<file path="src/rtl/mdu_pkg.sv">
// rtl/mdu_pkg.sv - shared op and FSM state encodings for the multiply/divide unit
package mdu_pkg;

    typedef enum logic [1:0] {
        OP_MUL  = 2'b00,
        OP_DIV  = 2'b01,
        OP_MTHI = 2'b10,
        OP_MTLO = 2'b11
    } op_e;

    typedef enum logic [1:0] {
        ST_IDLE = 2'b00,
        ST_PREP = 2'b01,
        ST_RUN  = 2'b10,
        ST_FIX  = 2'b11
    } state_e;

endpackage

</file>
<file path="src/rtl/mdu_step.sv">
// rtl/mdu_step.sv - one radix-2 iteration: shift-add multiply or restoring divide
module mdu_step
    import mdu_pkg::*;
#(
    parameter int DW = 32
) (
    input  op_e             op,
    input  logic [2*DW-1:0] acc,
    input  logic [DW-1:0]   operand,
    output logic [2*DW-1:0] acc_next
);

    logic [DW:0] sum;
    logic [DW:0] shifted;
    logic [DW:0] diff;

    // MUL: acc = {partial product, remaining multiplier bits}.
    // DIV: acc = {partial remainder, dividend bits shifting into quotient}.
    always_comb begin
        sum      = {1'b0, acc[2*DW-1:DW]} + (acc[0] ? {1'b0, operand} : '0);
        shifted  = acc[2*DW-1:DW-1];
        diff     = shifted - {1'b0, operand};
        acc_next = acc;
        if (op == OP_MUL) begin
            acc_next = {sum, acc[DW-1:1]};
        end else if (!diff[DW]) begin
            acc_next = {diff[DW-1:0], acc[DW-2:0], 1'b1};
        end else begin
            acc_next = {shifted[DW-1:0], acc[DW-2:0], 1'b0};
        end
    end

endmodule

</file>
<file path="src/rtl/mul_div_unit.sv">
// rtl/mul_div_unit.sv - multi-cycle multiply/divide unit with HI/LO registers
module mul_div_unit
    import mdu_pkg::*;
#(
    parameter int DW = 32
) (
    input  logic          clk,
    input  logic          reset,
    input  logic [DW-1:0] A,
    input  logic [DW-1:0] B,
    input  logic          Sign,
    input  logic [1:0]    op,
    input  logic          start,
    output logic          busy,
    output logic          done,
    output logic [DW-1:0] HI,
    output logic [DW-1:0] LO
);

    localparam int CW = $clog2(DW);

    state_e          state_q, state_d;
    op_e             op_q, op_d;
    logic [DW-1:0]   a_q, a_d, b_q, b_d, opnd_q, opnd_d;
    logic [DW-1:0]   hi_q, hi_d, lo_q, lo_d;
    logic [2*DW-1:0] acc_q, acc_d, acc_step;
    logic [CW-1:0]   cnt_q, cnt_d;
    logic            sign_q, sign_d, neg_lo_q, neg_lo_d, neg_hi_q, neg_hi_d;
    logic            dz_q, dz_d, done_q, done_d;

    logic            sa, sb;
    logic [DW-1:0]   mag_a, mag_b, quo, rem;
    logic [2*DW-1:0] prod;

    mdu_step #(.DW(DW)) u_step (
        .op       (op_q),
        .acc      (acc_q),
        .operand  (opnd_q),
        .acc_next (acc_step)
    );

    always_comb begin
        state_d  = state_q;
        op_d     = op_q;
        a_d      = a_q;
        b_d      = b_q;
        opnd_d   = opnd_q;
        hi_d     = hi_q;
        lo_d     = lo_q;
        acc_d    = acc_q;
        cnt_d    = cnt_q;
        sign_d   = sign_q;
        neg_lo_d = neg_lo_q;
        neg_hi_d = neg_hi_q;
        dz_d     = dz_q;
        done_d   = 1'b0;
        sa       = sign_q & a_q[DW-1];
        sb       = sign_q & b_q[DW-1];
        mag_a    = sa ? -a_q : a_q;
        mag_b    = sb ? -b_q : b_q;
        prod     = neg_lo_q ? -acc_q : acc_q;
        quo      = neg_lo_q ? -acc_q[DW-1:0] : acc_q[DW-1:0];
        rem      = neg_hi_q ? -acc_q[2*DW-1:DW] : acc_q[2*DW-1:DW];
        case (state_q)
            ST_IDLE: begin
                if (start) begin
                    case (op_e'(op))
                        OP_MUL, OP_DIV: begin
                            a_d     = A;
                            b_d     = B;
                            sign_d  = Sign;
                            op_d    = op_e'(op);
                            state_d = ST_PREP;
                        end
                        OP_MTHI: hi_d = A;
                        OP_MTLO: lo_d = A;
                    endcase
                end
            end
            ST_PREP: begin
                // Low half seeds the multiplier or dividend; high half starts cleared.
                if (op_q == OP_MUL) begin
                    acc_d    = {{DW{1'b0}}, mag_b};
                    opnd_d   = mag_a;
                    neg_hi_d = sa ^ sb;
                end else begin
                    acc_d    = {{DW{1'b0}}, mag_a};
                    opnd_d   = mag_b;
                    neg_hi_d = sa;
                end
                neg_lo_d = sa ^ sb;
                dz_d     = (op_q == OP_DIV) && (b_q == '0);
                cnt_d    = '0;
                state_d  = ST_RUN;
            end
            ST_RUN: begin
                acc_d = acc_step;
                cnt_d = cnt_q + CW'(1);
                if (cnt_q == CW'(DW - 1)) begin
                    state_d = ST_FIX;
                end
            end
            ST_FIX: begin
                if (dz_q) begin
                    hi_d = a_q;
                    lo_d = '1;
                end else if (op_q == OP_MUL) begin
                    hi_d = prod[2*DW-1:DW];
                    lo_d = prod[DW-1:0];
                end else begin
                    hi_d = rem;
                    lo_d = quo;
                end
                done_d  = 1'b1;
                state_d = ST_IDLE;
            end
        endcase
    end

    always_ff @(posedge clk or negedge reset) begin
        if (!reset) begin
            state_q  <= ST_IDLE;
            op_q     <= OP_MUL;
            a_q      <= '0;
            b_q      <= '0;
            opnd_q   <= '0;
            hi_q     <= '0;
            lo_q     <= '0;
            acc_q    <= '0;
            cnt_q    <= '0;
            sign_q   <= 1'b0;
            neg_lo_q <= 1'b0;
            neg_hi_q <= 1'b0;
            dz_q     <= 1'b0;
            done_q   <= 1'b0;
        end else begin
            state_q  <= state_d;
            op_q     <= op_d;
            a_q      <= a_d;
            b_q      <= b_d;
            opnd_q   <= opnd_d;
            hi_q     <= hi_d;
            lo_q     <= lo_d;
            acc_q    <= acc_d;
            cnt_q    <= cnt_d;
            sign_q   <= sign_d;
            neg_lo_q <= neg_lo_d;
            neg_hi_q <= neg_hi_d;
            dz_q     <= dz_d;
            done_q   <= done_d;
        end
    end

    assign busy = (state_q != ST_IDLE);
    assign done = done_q;
    assign HI   = hi_q;
    assign LO   = lo_q;

endmodule
</file>
<file path="config.mk">
export PLATFORM = sky130hd
export DESIGN_NAME = mul_div_unit
export DESIGN_NICKNAME = d
export VERILOG_FILES = /design/src/rtl/mdu_pkg.sv /design/src/rtl/mdu_step.sv /design/src/rtl/mul_div_unit.sv
export SDC_FILE = /design/constraint.sdc
export NUM_CORES = 1
export LEC_CHECK = 0
export CORE_MARGIN = 10
export CORE_UTILIZATION = 25
export CTS_CLUSTER_SIZE = 14
export DETAILED_ROUTE_END_ITERATION = 6
export MAX_ROUTING_LAYER = met4
export SYNTH_ARGS = -nofsm -noshare
export SYNTH_HDL_FRONTEND = slang
export SYNTH_SLANG_ARGS = --single-unit
</file>
<file path="constraint.sdc">
create_clock -name clk -period 3.8 [get_ports clk]
set_input_delay 0.57 -clock clk [delete_from_list [all_inputs] [get_ports clk]]
set_output_delay 0.57 -clock clk [all_outputs]
set_load 0.005 [all_outputs]
</file>
# == Word-level counts from Yosys, hierarchy flattened ==
# Cells that the tools add are included.
# classes
add_sub_neg,8
eq_ne,13
n_mux,28
bitwise_logic,3
n_reduce_logical,13
# op_table
operator,n
2-to-1 mux 32 bit,15
2-to-1 mux 64 bit,3
negation 32 bit,4
one-hot mux 32 bit (2 select lines),2
one-hot mux 64 bit (2 select lines),1
negation 64 bit,1
adder 32 x 33 -> 33 bit,1
subtractor 33 x 32 -> 33 bit,1
logical NOT 32 bit,1
AND reduction 3 bit,4
one-hot mux 5 bit (2 select lines),1
== test 2 bit (second input constant),4
one-hot mux 2 bit (4 select lines),1
== test 2 x 1 -> 1 bit (second input constant),3
logical NOT 2 bit,3
2-to-1 mux 2 bit,3
inequality test 2 x 1 -> 1 bit (second input constant),3
nonzero test 2 bit,3
adder 5 x 1 -> 5 bit (second input constant),1
== test 5 bit (second input constant),1
inequality test 2 bit (second input constant),2
bitwise AND 1 bit,2
2-to-1 mux 1 bit,2
OR reduction 2 bit,1
other kinds (2),2
# totals
register_bits,238
inputBits,70
out_inout_bits,66
elab_cells,79

# == Longest topological paths before layout ==
# Gate-level depths: netlist (run 1).
# logic_depth
depth_word,5
ltp_mapped,15
mapped_depth_nobuf,14

# == By module ==
# From an unflattened synthesis (run 1), not the netlist that was laid out.
# hier_totals
cells_unflattened,2279
area_unflattened_um2,18808.0
# by_module_without_submodules
module,instances,cells_per_inst,area_per_inst_um2,seq_area_each_um2
mul_div_unit,1,1531,14047.2,5955.7
mdu_step,1,748,4760.8,0.0

# == Least setup slack after synthesis (run 1) ==
# OpenSTA, ideal clock, no wires.
# synth_path
path_kind,reg2reg
startpoint,reg acc_q[0]
endpoint,reg acc_q[63]
setup_ps,142
arrival_ps,3444
required_time_ps,3658
setup_slack_ps,214
stages_incl_launch_ff,15
n_path_buf,1
period_less_slack_ps,3586
cell_sequence,dfrtp_1 -> inv_1 -> clkbuf_1 -> nor2_1 -> ha_1 -> a21oi_1 -> o21ai_0 -> a31o_2 -> a211o_1 -> a221o_1 -> a311oi_1 -> o21ai_0 -> a211oi_1 -> o211a_1 -> o32ai_1
# synth_between
elab_chain_len,4
# synth_lines
element,line,rtl
start: declaration,mul_div_unit.sv:26,"logic [2*DW-1:0] acc_q, acc_d, acc_step;"
start signal: assignment,mul_div_unit.sv:129,acc_q <= '0;
start signal: assignment,mul_div_unit.sv:144,acc_q <= acc_d;
2-to-1 mux 32 bit,mdu_step.sv:20,"sum = {1'b0, acc[2*DW-1:DW]} + (acc[0] ? {1'b0, operand} : '0);"
adder 32 x 33 -> 33 bit,mdu_step.sv:20,
2-to-1 mux 64 bit,mdu_step.sv:24,if (op == OP_MUL) begin
one-hot mux 64 bit (2 select lines),mul_div_unit.sv:64,case (state_q)
# Every way passes these cells.
# A chain may end at the register's enable or synchronous reset.

# == Worst setup path in the final report (run 1) ==
# layout_path
startpoint,reg acc_q[0]
endpoint,reg acc_q[59]
# The elaborated chain is that of the path after synthesis.

==> results.md, run 1 <==
* Status: complete, no violations
* Routed wire per std cell at 20.7 um
* CP startpoint kind: flop
* Top Family by Delay on Critical Path: compound AO/OA/AOI/OAI gates
* Number of antenna-violating nets in the routed design at 0
* Required time worst endpoint at 4.26 ns
* Final-report hold violation count at 0
* Synth Area in Compound Gates at 23.6%
* Pint at 0.0110 W
* Critical path peak fanout at 13
* Die outline area at 81,200 um^2
* Worst-path cell with the longest stage delay: sky130_fd_sc_hd__dfrtp_2
* Total global routing overflow at 0
* Worst clock skew at 0.0362 ns
* Core box area at 69,800 um^2
* Adder and majority cell fraction of the synthesized area at 5.58%
* Post-Route Setup TNS at 0 ns
* Count of different cell masters after synthesis at 73
* Estimated wirelength of the detail-placed design at 51,700 um
* Routed via count divided by cell count at 5.14
* Net switching power figure at 0.0108 W
* Portion of netlist area occupied by mux cells at 7.02%
* Flip-flop and latch count after synthesis at 238
* Post-route fraction of the period consumed by the critical path at 93.2%
* Gate count of the mapped netlist at 2,120
* Most frequent CP cell: sky130_fd_sc_hd__a221o_1
* Final setup violation count at 0
* Share of synthesized registers carrying an async set or reset at 100%
* Filler Cells Inserted at 7,462
* Via count of the first global-routing pass at 16,000
* Element type at the critical path end: flop
* Number of nets in the layout at 2,416
* Clock tree from TritonCTS: built
* Path type of the worst min-delay path: flop to flop
* Worst VDD drop at 0.438 mV
* Power density over the cells at 1010 nW/um^2
* Area share of and/or/nand/nor cells after synthesis at 16.6%
* Synthesized-area fraction occupied by xor and xnor cells at 8.54%
* Standard-cell rows at 97
* Part of the Yosys area used for sequential elements at 34.0%
* Worst slew margin relative to its limit at 37.9%
* Post-Synthesis Cell Area at 17,500 um^2
* Syn nets at 2,267
* Count of maximum capacitance violations at 0
* Buffer type at the clock tree root: sky130_fd_sc_hd__clkbuf_16
* Number of top-level design ports at 136
* Met3 wirelength from detailed routing at 4470 um
* Violation count after the first detailed-routing iteration at 1,650
* WP data arrival at 4.00 ns
* Critical path, cell by cell: inv_1, buf_12, nor2_1, ha_1, a21oi_1, o21ai_0, a31o_2, a211o_1, a221o_1, a311oi_2, o21ai_1, a31oi_1, xnor2_1, a221o_1
* Syn_area_per_cell at 8.27 um^2
* Number of remaining DRC errors at 0
* Top sig layer: met4
* Post-route cell area at 21,600 um^2
* FMAX at 282 MHz
* Standby leakage power at 8.94 nW
* Number of antenna violations at the first check in global routing at 7
* Number of warning messages in the yosys log at 0
* Pre-antenna DRT Iters at 6
* Wire length of the first global-routing pass at 102,000 um
* Clock insertion delay at the later pin of the skew report at 0.59 ns
* Critical path class: flop to flop
* RSZ-0062 raised after global routing: false
* Post-synth EDFFs at 0
* Height of the die at 285 um
* Sum of routed wire length over all layers at 66,900 um
* Count of buffer and inverter cells on the critical path at 2
* Footprint of the multi-input gates at 10,800 um^2
* Cell Area, Placed at 20,500 um^2
* Wl on met1 at 30,400 um
* Top_reg_cell synth: sky130_fd_sc_hd__dfrtp_1
* Routability congestion estimate at 0.975
* Cts bufs inserted at 29
* Met2 wire length at 30,400 um
* Combinational family with the most area after synthesis: compound AO/OA/AOI/OAI gates
* Width of the die at 285 um
* CP peak stage delay at 0.44 ns
* Signed area change from the synthesized netlist to the final layout at 23.0%
* H-Tree Level Count at 1
* Initial Util at 25.1%
* Clock network fraction of design power at 13.4%
* Number of buffers added on ports at 135
* Fraction of layout instances using a drive strength above 1 at 11.9%
* Number of buffers on the longest clock path at 3
* Switching power share of the total at 49.7%
* # clock sinks at 238
* Clock transition at path regs at 0.07 ns
* Final Slew Violations at 0
* Part of the total power dissipated in sequential elements at 23.4%
* Minimum period implied by the final worst setup slack at 3.54 ns
* Pin count of the biggest net entering global routing at 85
* Share of power burned in combinational logic at 63.3%
* Sequential cell area at 5960 um^2
* Worst Tran Pin Value at 0.931 ns
* Vias after detailed routing at 16,600
* Global-route usage over all layers at 16.2%
-- routing by layer --
metal / track usage (%) / vias to the layer above
met3: 2.15 / 95
met4: 3.38 / 0
li1: - / 7918
met1: 22.1 / 8044
met5: - / -
met2: 25.5 / 564
-- stage by stage --
step	setup slack [ns]	power [W]	utilization, %	hold WS [ns]	instances
3_3_place_gp	0.0830	0.0186	29.4	0.462	3176
2_1_floorplan	0.214	0.0134	-	0.274	2120
4_1_cts	0.0121	0.0216	30.8	0.482	3226
5_1_grt	0.0220	0.0233	30.9	0.504	3234
3_5_place_dp	0.0418	0.0187	29.4	0.469	3176
6_report	0.258	0.0218	30.9	0.474	3234
-- cell usage after synthesis (14+ instances only) --
cell type | number | area [um^2]
sky130_fd_sc_hd__a211oi_1 | 27 | 203
sky130_fd_sc_hd__a21o_1 | 32 | 240
sky130_fd_sc_hd__a21oi_1 | 182 | 911
sky130_fd_sc_hd__a31oi_1 | 26 | 163
sky130_fd_sc_hd__buf_1 | 29 | 109
sky130_fd_sc_hd__clkbuf_1 | 95 | 357
sky130_fd_sc_hd__dfrtp_1 | 238 | 5960
sky130_fd_sc_hd__ha_1 | 75 | 938
sky130_fd_sc_hd__inv_1 | 80 | 300
sky130_fd_sc_hd__mux2_2 | 72 | 811
sky130_fd_sc_hd__mux2i_1 | 33 | 330
sky130_fd_sc_hd__nand2_1 | 269 | 1010
sky130_fd_sc_hd__nand2b_1 | 23 | 144
sky130_fd_sc_hd__nand3_1 | 37 | 185
sky130_fd_sc_hd__nor2_1 | 185 | 694
sky130_fd_sc_hd__nor3_1 | 33 | 165
sky130_fd_sc_hd__o211ai_1 | 54 | 405
sky130_fd_sc_hd__o21a_1 | 14 | 105
sky130_fd_sc_hd__o21ai_0 | 174 | 871
sky130_fd_sc_hd__o22ai_1 | 39 | 244
sky130_fd_sc_hd__o31ai_1 | 27 | 203
sky130_fd_sc_hd__or3_1 | 16 | 100
sky130_fd_sc_hd__xnor2_1 | 121 | 1060
sky130_fd_sc_hd__xor2_1 | 50 | 438
-- worst reg2reg max path: stages (launching register included) --
cell and delay (ns):
sky130_fd_sc_hd__dfrtp_2 0.44, sky130_fd_sc_hd__inv_1 0.15, sky130_fd_sc_hd__buf_12 0.16, sky130_fd_sc_hd__nor2_1 0.06, sky130_fd_sc_hd__ha_1 0.33, sky130_fd_sc_hd__a21oi_1 0.14
sky130_fd_sc_hd__o21ai_0 0.14, sky130_fd_sc_hd__a31o_2 0.27, sky130_fd_sc_hd__a211o_1 0.28, sky130_fd_sc_hd__a221o_1 0.35, sky130_fd_sc_hd__a311oi_2 0.30, sky130_fd_sc_hd__o21ai_1 0.18
sky130_fd_sc_hd__a31oi_1 0.24, sky130_fd_sc_hd__xnor2_1 0.08, sky130_fd_sc_hd__a221o_1 0.31
-- final timing paths --
kind                       depth (start not counted)  slack (ns)     start        end
hold reg to reg                                    2        0.47    LO[23]     LO[23]
hold / removal                                     2        0.47    LO[23]     LO[23]
max in group asynchronous                          3        2.33     reset       done
setup / recovery                                  14        0.26  acc_q[0]  acc_q[59]
setup reg to reg                                  14        0.26  acc_q[0]  acc_q[59]
min in group asynchronous                          2        0.59     reset  acc_q[36]
-- cell usage in the layout (no fill, tap or decap), types with 11 or more instances in the layout --
cell	count
sky130_fd_sc_hd__a21o_1	32
sky130_fd_sc_hd__inv_1	80
sky130_fd_sc_hd__and2_1	13
sky130_fd_sc_hd__ha_1	70
sky130_fd_sc_hd__mux2_2	72
sky130_fd_sc_hd__a31oi_1	25
sky130_fd_sc_hd__o21ai_0	172
sky130_fd_sc_hd__nor3_1	33
sky130_fd_sc_hd__o41ai_1	11
sky130_fd_sc_hd__a211oi_1	26
sky130_fd_sc_hd__clkdlybuf4s50_1	134
sky130_fd_sc_hd__nor4_1	13
sky130_fd_sc_hd__xnor2_1	121
sky130_fd_sc_hd__or4_1	11
sky130_fd_sc_hd__a21oi_1	182
sky130_fd_sc_hd__o211ai_1	54
sky130_fd_sc_hd__o22ai_1	39
sky130_fd_sc_hd__nand3_1	36
sky130_fd_sc_hd__mux2i_1	33
sky130_fd_sc_hd__nand2_1	269
sky130_fd_sc_hd__dfrtp_1	236
sky130_fd_sc_hd__o31ai_1	26
sky130_fd_sc_hd__xor2_1	50
sky130_fd_sc_hd__clkbuf_16	29
sky130_fd_sc_hd__buf_4	108
sky130_fd_sc_hd__or3_1	15
sky130_fd_sc_hd__nand2b_1	23
sky130_fd_sc_hd__nor2_1	183
sky130_fd_sc_hd__o21a_1	13
-- cells by family after synthesis --
| logic type | count (synthesis) |
|---|---|
| DFF | 238 |
| and+or+nand+nor | 650 |
| muxes | 109 |
| AOI/OAI and AO/OA | 662 |
| adders and majority gates | 77 |
| buffers and inverters | 213 |
| xor gates and xnor gates | 171 |
-- cell type report --
class / count / area share (%)
multi-input cells: 1669 / 50.3
clock inverters: 9 / 0.713
flip-flops and latches: 238 / 27.6
diodes: 7 / 0.0812
well taps: 940 / 5.45
repair buffers: 251 / 10.7
clock buffers: 40 / 3.79
inverters: 80 / 1.39
-- registers in the layout, summed over array words and instances (netlist names), 2 cells and up --
| name | cells |
|---|---|
| HI | 32 |
| LO | 32 |
| a_q | 32 |
| acc_q | 64 |
| b_q | 32 |
| cnt_q | 5 |
| op_q | 2 |
| opnd_q | 32 |
| state_q | 2 |
-- what timing repair did --
item,CTS,global route
hold buffers,1,0
buffers inserted,0,1
resized for setup,0,11
endpoints found under the setup margin,0,23
endpoints found under the hold margin,41,0
-- power groups by stage --
stage / Sequential (W) / Combinational (W) / Clock (W)
finish: 0.00509 / 0.0138 / 0.00291
global route: 0.00525 / 0.0150 / 0.00304
CTS: 0.00507 / 0.0136 / 0.00295
detailed placement: 0.00511 / 0.0135 / 0
global placement: 0.00508 / 0.0135 / 0
floorplan: 0.00466 / 0.00872 / 0
No activity file was read; power rests on OpenSTA's default activity.
==> run 2, diff against run 1 <==
- CAP_MARGIN: default -> 40
- CTS_BUF_LIST: default -> sky130_fd_sc_hd__clkbuf_4
- TNS_END_PERCENT: default -> 30
==> run 2 against run 1 <==
Against the previous run:
- clock power is 16% lower
- combinational power hardly changed
- non-clock buffer count is 1 higher
- wire length is 0.39% higher
- via count is 1.9% higher
- sequential cell count stayed put
- largest cell class unchanged
- cell count is 2.4% higher
==> results.md, run 2 (same netlist as run 1, synthesis figures left out) <==
* Power density over the cells at 992 nW/um^2 (-1.8%)
* Number of remaining DRC errors at 0 (unchanged)
* Number of antenna violations at the first check in global routing at 7 (unchanged)
* CP peak stage delay at 0.57 ns (+0.13 ns)
* Standby leakage power at 9.00 nW (+0.75%)
* Via count of the first global-routing pass at 16,500 (+3.1%)
* Top Family by Delay on Critical Path: simple AND/OR/NAND/NOR gates
* Final Slew Violations at 0 (unchanged)
* Width of the die at 285 um (unchanged)
* Routability congestion estimate at 0.975 (unchanged)
* Worst Slack Setup Final at 0.224 ns (-0.0343 ns)
* Count of maximum capacitance violations at 0 (unchanged)
* H-Tree Level Count at 3 (+2)
* Top register by number of flip-flops: acc_q
* # clock sinks at 238 (unchanged)
* Sum of routed wire length over all layers at 67,100 um (+0.39%)
* Clock insertion delay at the later pin of the skew report at 0.82 ns (+0.23 ns)
* Minimum period implied by the final worst setup slack at 3.58 ns (+0.0343 ns)
* Fraction of layout instances using a drive strength above 1 at 14.3% (+2.4 points)
* Wire length of the first global-routing pass at 103,000 um (+0.96%)
* Critical path class: flop to flop
* FMAX at 280 MHz (-0.96%)
* Worst VDD drop at 0.585 mV (+34%)
* Violation count after the first detailed-routing iteration at 1,249 (-24%)
* Pin count of the biggest net entering global routing at 85 (unchanged)
* Most frequent CP cell: sky130_fd_sc_hd__or4_4
* Worst Tran Pin Value at 0.886 ns (-0.0450 ns)
* Post-Route Setup TNS at 0 ns (unchanged)
* Signed area change from the synthesized netlist to the final layout at 22.4%
* Path type of the worst min-delay path: input port to async pin
* Number of top-level design ports at 136 (unchanged)
* Most common cell after layout, fill and taps aside: sky130_fd_sc_hd__nand2_1
* RSZ-0062 raised after global routing: false
* Worst-path cell with the longest stage delay: sky130_fd_sc_hd__or4_4
* Initial Util at 25.1% (unchanged)
* Total global routing overflow at 0 (unchanged)
* Count of buffer and inverter cells on the critical path at 0 (-2)
* Routed via count divided by cell count at 5.11 (-0.51%)
* Status: complete, no violations
* Number of antenna-violating nets in the routed design at 0 (unchanged)
* Required time worst endpoint at 4.46 ns (+0.20 ns)
* Height of the die at 285 um (unchanged)
* Routed wire per std cell at 20.3 um (-1.9%)
* Critical path, cell by cell: or4_4, or4_4, or3_4, nor3_4, nand3_2, a31oi_1, nand2_1, xnor2_1, o2111ai_1, o21a_1
* Number of buffers on the longest clock path at 3 (unchanged)
* Worst slew margin relative to its limit at 40.9% (+3.0 points)
* CP startpoint kind: flop
* Buffer type at the clock tree root: sky130_fd_sc_hd__clkbuf_4
* Final-report hold violation count at 0 (unchanged)
* Cts bufs inserted at 70 (+140%)
* Largest register FFs at 64 (unchanged)
* Critical path peak fanout at 6 (-7)
* Element type at the critical path end: flop
* Origin of the worst setup path: acc_q[6]
* Vias after detailed routing at 16,900 (+1.9%)
* Global-route usage over all layers at 16.6% (+0.36 points)
* Number of nets in the layout at 2,458 (+1.7%)
* Worst clock skew at 0.0595 ns (+0.0233 ns)
* Clock transition at path regs at 0.07 ns (about the same)
* Post-route fraction of the period consumed by the critical path at 94.1% (+0.90 points)
* Final setup violation count at 0 (unchanged)
* Reg-to-reg startpoint: acc_q[6]
* Die outline area at 81,200 um^2 (unchanged)
* Number of buffers added on ports at 135 (unchanged)
* Clock tree from TritonCTS: built
* Setup WS pre-CTS at 0.0490 ns (+0.00721 ns)
* WP data arrival at 4.23 ns (+0.23 ns)
* Estimated wirelength of the detail-placed design at 51,700 um (about the same)
* Core box area at 69,800 um^2 (unchanged)
* Standard-cell rows at 97 (unchanged)
* Leading cell types in the layout, fill and taps excluded: sky130_fd_sc_hd__nand2_1 (269), sky130_fd_sc_hd__dfrtp_1 (237), sky130_fd_sc_hd__nor2_1 (183)
* Pre-antenna DRT Iters at 6 (unchanged)
run 2: path summary, 6_finish.rpt:
kind | to | slack (ns) | cells past startpoint
setup / recovery | HI[21] | 0.22 | 10
hold / removal | acc_q[2] | 0.38 | 2
setup reg to reg | HI[21] | 0.22 | 10
hold reg to reg | LO[23] | 0.48 | 2
max in group asynchronous | acc_q[22] | 2.54 | 3
min in group clk | sign_q | 0.41 | 2
run 2: routing by layer:
metal  global-route usage [%]  part of all wire (%)  up-vias
met5                        -                     0        -
met4                     5.18                   2.6        0
met3                     4.13                   7.5       98
met2                     25.0                    45      597
met1                     21.6                    45     8194
li1                         -                     -     8041
run 2: report_power, final:
group / leakage (nW) / switching, W / internal (W)
Sequential: 2.92 / 0.00134 / 0.00374
Clock: 0.526 / 0.00121 / 0.00123
Combinational: 5.55 / 0.00829 / 0.00547
Total: 9.00 / 0.0108 / 0.0104
run 2: stage by stage:
stage               util (%)  hold slack (ns)  area [um^2]  instances  power, W
floorplan                  -            0.274        17500       2120    0.0134
detailed placement      29.4            0.469        20500       3177    0.0187
global route            30.8            0.339        21500       3311    0.0229
finish                  30.8            0.378        21500       3311    0.0213
global placement        29.4            0.462        20500       3176    0.0186
CTS                     30.7            0.342        21400       3303    0.0212
run 2: area by class of cell:
cell class	instances	area [um^2]
Antenna cell	7	17.5
Clock buffer	102	766
Clock inverter	23	90.1
Fill cell	7520	48300
Inverter	80	300
Multi-Input combinational cell	1669	10800
Sequential cell	238	5960
Tap cell	940	1180
Timing Repair Buffer	252	2320
run 2: repair_timing:
action,CTS,global route
setup endpoints to repair,1,24
setup buffers,0,1
endpoints found under the hold margin,63,0
pin swaps,1,3
hold buffers,1,0
gates resized for setup,0,9
run 2: worst register-to-register path: stages (launching register included):
cell                        delay [ns]
sky130_fd_sc_hd__dfrtp_1          0.43
sky130_fd_sc_hd__or4_4            0.57
sky130_fd_sc_hd__or4_4            0.57
sky130_fd_sc_hd__or3_4            0.44
sky130_fd_sc_hd__nor3_4           0.25
sky130_fd_sc_hd__nand3_2          0.16
sky130_fd_sc_hd__a31oi_1          0.31
sky130_fd_sc_hd__nand2_1          0.11
sky130_fd_sc_hd__xnor2_1          0.30
sky130_fd_sc_hd__o2111ai_1        0.15
sky130_fd_sc_hd__o21a_1           0.14
==> run 3, diff against run 2 <==
- CORE_MARGIN: 10 -> 2
==> run 3 against run 2 <==
Against the previous run:
- clock power rose by 4%
- maximum frequency is 3.1% lower
- combinational power barely moved
- power up 0.31%
- critical endpoint is now HI[9]
==> results.md, run 3 (same netlist as run 1, synthesis figures left out) <==
* Status: complete, no violations
* Top register by number of flip-flops: acc_q
* Critical path, cell by cell: or4_4, or4_4, or3_1, nor3_4, inv_1, o21ai_2, xor2_1, nor3_1, a2111oi_0, nor3_1
* Power density over the cells at 994 nW/um^2 (+0.28%)
* Buffer type at the clock tree root: sky130_fd_sc_hd__clkbuf_4
* Count of maximum capacitance violations at 0 (unchanged)
* Clock insertion delay at the later pin of the skew report at 0.82 ns (about the same)
* WP data arrival at 4.32 ns (+0.09 ns)
* Post-route fraction of the period consumed by the critical path at 97.1% (+3.0 points)
* Cell Area, Placed at 20,500 um^2 (about the same)
* Worst slew margin relative to its limit at 44.6% (+3.7 points)
* R2r endpoint: HI[9]
* Violation count after the first detailed-routing iteration at 1,768 (+42%)
* Width of the die at 269 um (-5.6%)
* Worst Tran Pin Value at 0.831 ns (-0.0554 ns)
* Worst clock skew at 0.0569 ns (-0.00261 ns)
* H-Tree Level Count at 3 (unchanged)
* Cts bufs inserted at 72 (+2.9%)
* Count of buffer and inverter cells on the critical path at 1 (+1)
* Height of the die at 269 um (-5.6%)
* Setup WS pre-CTS at 0.0516 ns (+0.00261 ns)
* Worst VDD drop at 0.402 mV (-31%)
* Via count of the first global-routing pass at 16,200 (-1.9%)
* Initial Util at 25.1% (unchanged)
* Wire length of the first global-routing pass at 99,400 um (-3.0%)
* Sum of routed wire length over all layers at 65,400 um (-2.6%)
* Estimated wirelength of the detail-placed design at 50,300 um (-2.6%)
* Final setup violation count at 0 (unchanged)
* Clock tree from TritonCTS: built
* Filler Cells Inserted at 7,391 (-1.7%)
* # clock sinks at 238 (unchanged)
* Critical path class: flop to flop
* Routability congestion estimate at 0.956 (-1.9%)
* Number of antenna violations at the first check in global routing at 5 (-2)
* Worst Hold End: b_q[5]
* Routed wire per std cell at 19.8 um (-2.3%)
* Required time worst endpoint at 4.43 ns (-0.03 ns)
* Vias after detailed routing at 16,900 (-0.13%)
* Post-CTS Setup Inserts at 0 (unchanged)
* Standby leakage power at 8.98 nW (-0.30%)
* Signed area change from the synthesized netlist to the final layout at 22.4% (about the same)
* Launch instance of the worst min-delay path: B[5]
* Final Slew Violations at 0 (unchanged)
* Worst-path cell with the longest stage delay: sky130_fd_sc_hd__a2111oi_0
* Final-report hold violation count at 0 (unchanged)
* Pin count of the biggest net entering global routing at 135 (+59%)
* Element type at the critical path end: flop
* Clock transition at path regs at 0.07 ns (about the same)
* Largest register FFs at 64 (unchanged)
* Post-Route Setup TNS at 0 ns (unchanged)
* Number of top-level design ports at 136 (unchanged)
* Worst Hold Slack at 0.410 ns (+0.0314 ns)
* Die outline area at 72,300 um^2 (-11%)
* Worst Slack Setup Final at 0.111 ns (-0.113 ns)
* Number of remaining DRC errors at 0 (unchanged)
* Number of instances on the worst hold path at 2
* Path type of the worst min-delay path: input port to flop
* Leading cell types in the layout, fill and taps excluded: sky130_fd_sc_hd__nand2_1 (269), sky130_fd_sc_hd__dfrtp_1 (237), sky130_fd_sc_hd__nor2_1 (183)
* Critical path peak fanout at 5 (-1)
* Fraction of layout instances using a drive strength above 1 at 14.3% (-0.060 points)
* Number of nets in the layout at 2,453 (-0.20%)
* Most common cell after layout, fill and taps aside: sky130_fd_sc_hd__nand2_1
* Path depth of the worst reg2reg path at 10 (unchanged)
* Total global routing overflow at 0 (unchanged)
* DP Cell Count at 3,171 (-0.19%)
* Number of antenna-violating nets in the routed design at 0 (unchanged)
* RSZ-0062 raised after global routing: false
* Reg-to-reg startpoint: acc_q[6]
* R2R Setup Slk at 0.11 ns (-0.11 ns)
* Number of buffers on the longest clock path at 3 (unchanged)
* CP startpoint kind: flop
* Routed via count divided by cell count at 5.13 (+0.23%)
* Global-route usage over all layers at 18.5% (+1.9 points)
* CP peak stage delay at 0.60 ns (+0.03 ns)
* Core box area at 69,800 um^2 (unchanged)
* Minimum period implied by the final worst setup slack at 3.69 ns (+0.113 ns)
* Post-route cell area at 21,500 um^2 (about the same)
* Pre-antenna DRT Iters at 5 (-1)
* FMAX at 271 MHz (-3.1%)
* Post-route non-filler standard cell count at 3,299 (-0.36%)
* Top Family by Delay on Critical Path: simple AND/OR/NAND/NOR gates
* Standard-cell rows at 97 (unchanged)
* Number of buffers added on ports at 135 (unchanged)
[run 3: layout make-up]
type | instances | area, um^2 | share of cell area (%)
Tap cell | 940 | 1180 | 5.48
Multi-Input combinational cell | 1669 | 10900 | 50.5
Sequential cell | 238 | 5960 | 27.7
Timing Repair Buffer | 245 | 2300 | 10.7
Inverter | 80 | 300 | 1.40
Antenna cell | 6 | 15.0 | 0.0699
Clock buffer | 103 | 773 | 3.60
Clock inverter | 18 | 106 | 0.495
[run 3: stage by stage]
stage | util [%] | total power [W]
3_3_place_gp | 29.4 | 0.0185
4_1_cts | 30.7 | 0.0212
6_report | 30.8 | 0.0214
5_1_grt | 30.8 | 0.0230
3_5_place_dp | 29.4 | 0.0186
2_1_floorplan | - | 0.0134
[run 3: repair_timing]
action / CTS / global route
setup endpoints to repair: 0 / 5
endpoints found under the hold margin: 79 / 0
resized for setup: 0 / 11
hold buffers: 1 / 0
[run 3: routing by layer]
metal | track usage [%] | part of all wire [%] | up-vias | wire (um)
met3 | 4.16 | 7.9 | 88 | 5140
met5 | - | 0 | - | 0
met2 | 26.6 | 43 | 630 | 28200
met1 | 26.1 | 47 | 8155 | 30800
li1 | - | - | 8035 | -
met4 | 4.46 | 1.9 | 0 | 1230
[run 3: where the power goes]
part | internal [W] | switching [W]
registers | 0.00375 | 0.00128
logic | 0.00544 | 0.00836
clock network | 0.00131 | 0.00122
total | 0.0105 | 0.0109
[run 3: how the worst max path moves through the flow]
stage / startpoint / to / slack, ns / cells past startpoint
2_1_floorplan: acc_q[0] / acc_q[63] / 0.21 / 14
3_3_place_gp: acc_q[0] / acc_q[60] / 0.07 / 16
3_5_place_dp: acc_q[0] / acc_q[63] / 0.05 / 16
4_1_cts: acc_q[0] / acc_q[63] / 0.008 / 16
5_1_grt: acc_q[0] / acc_q[60] / 0.005 / 16
6_report: acc_q[6] / HI[9] / 0.11 / 10
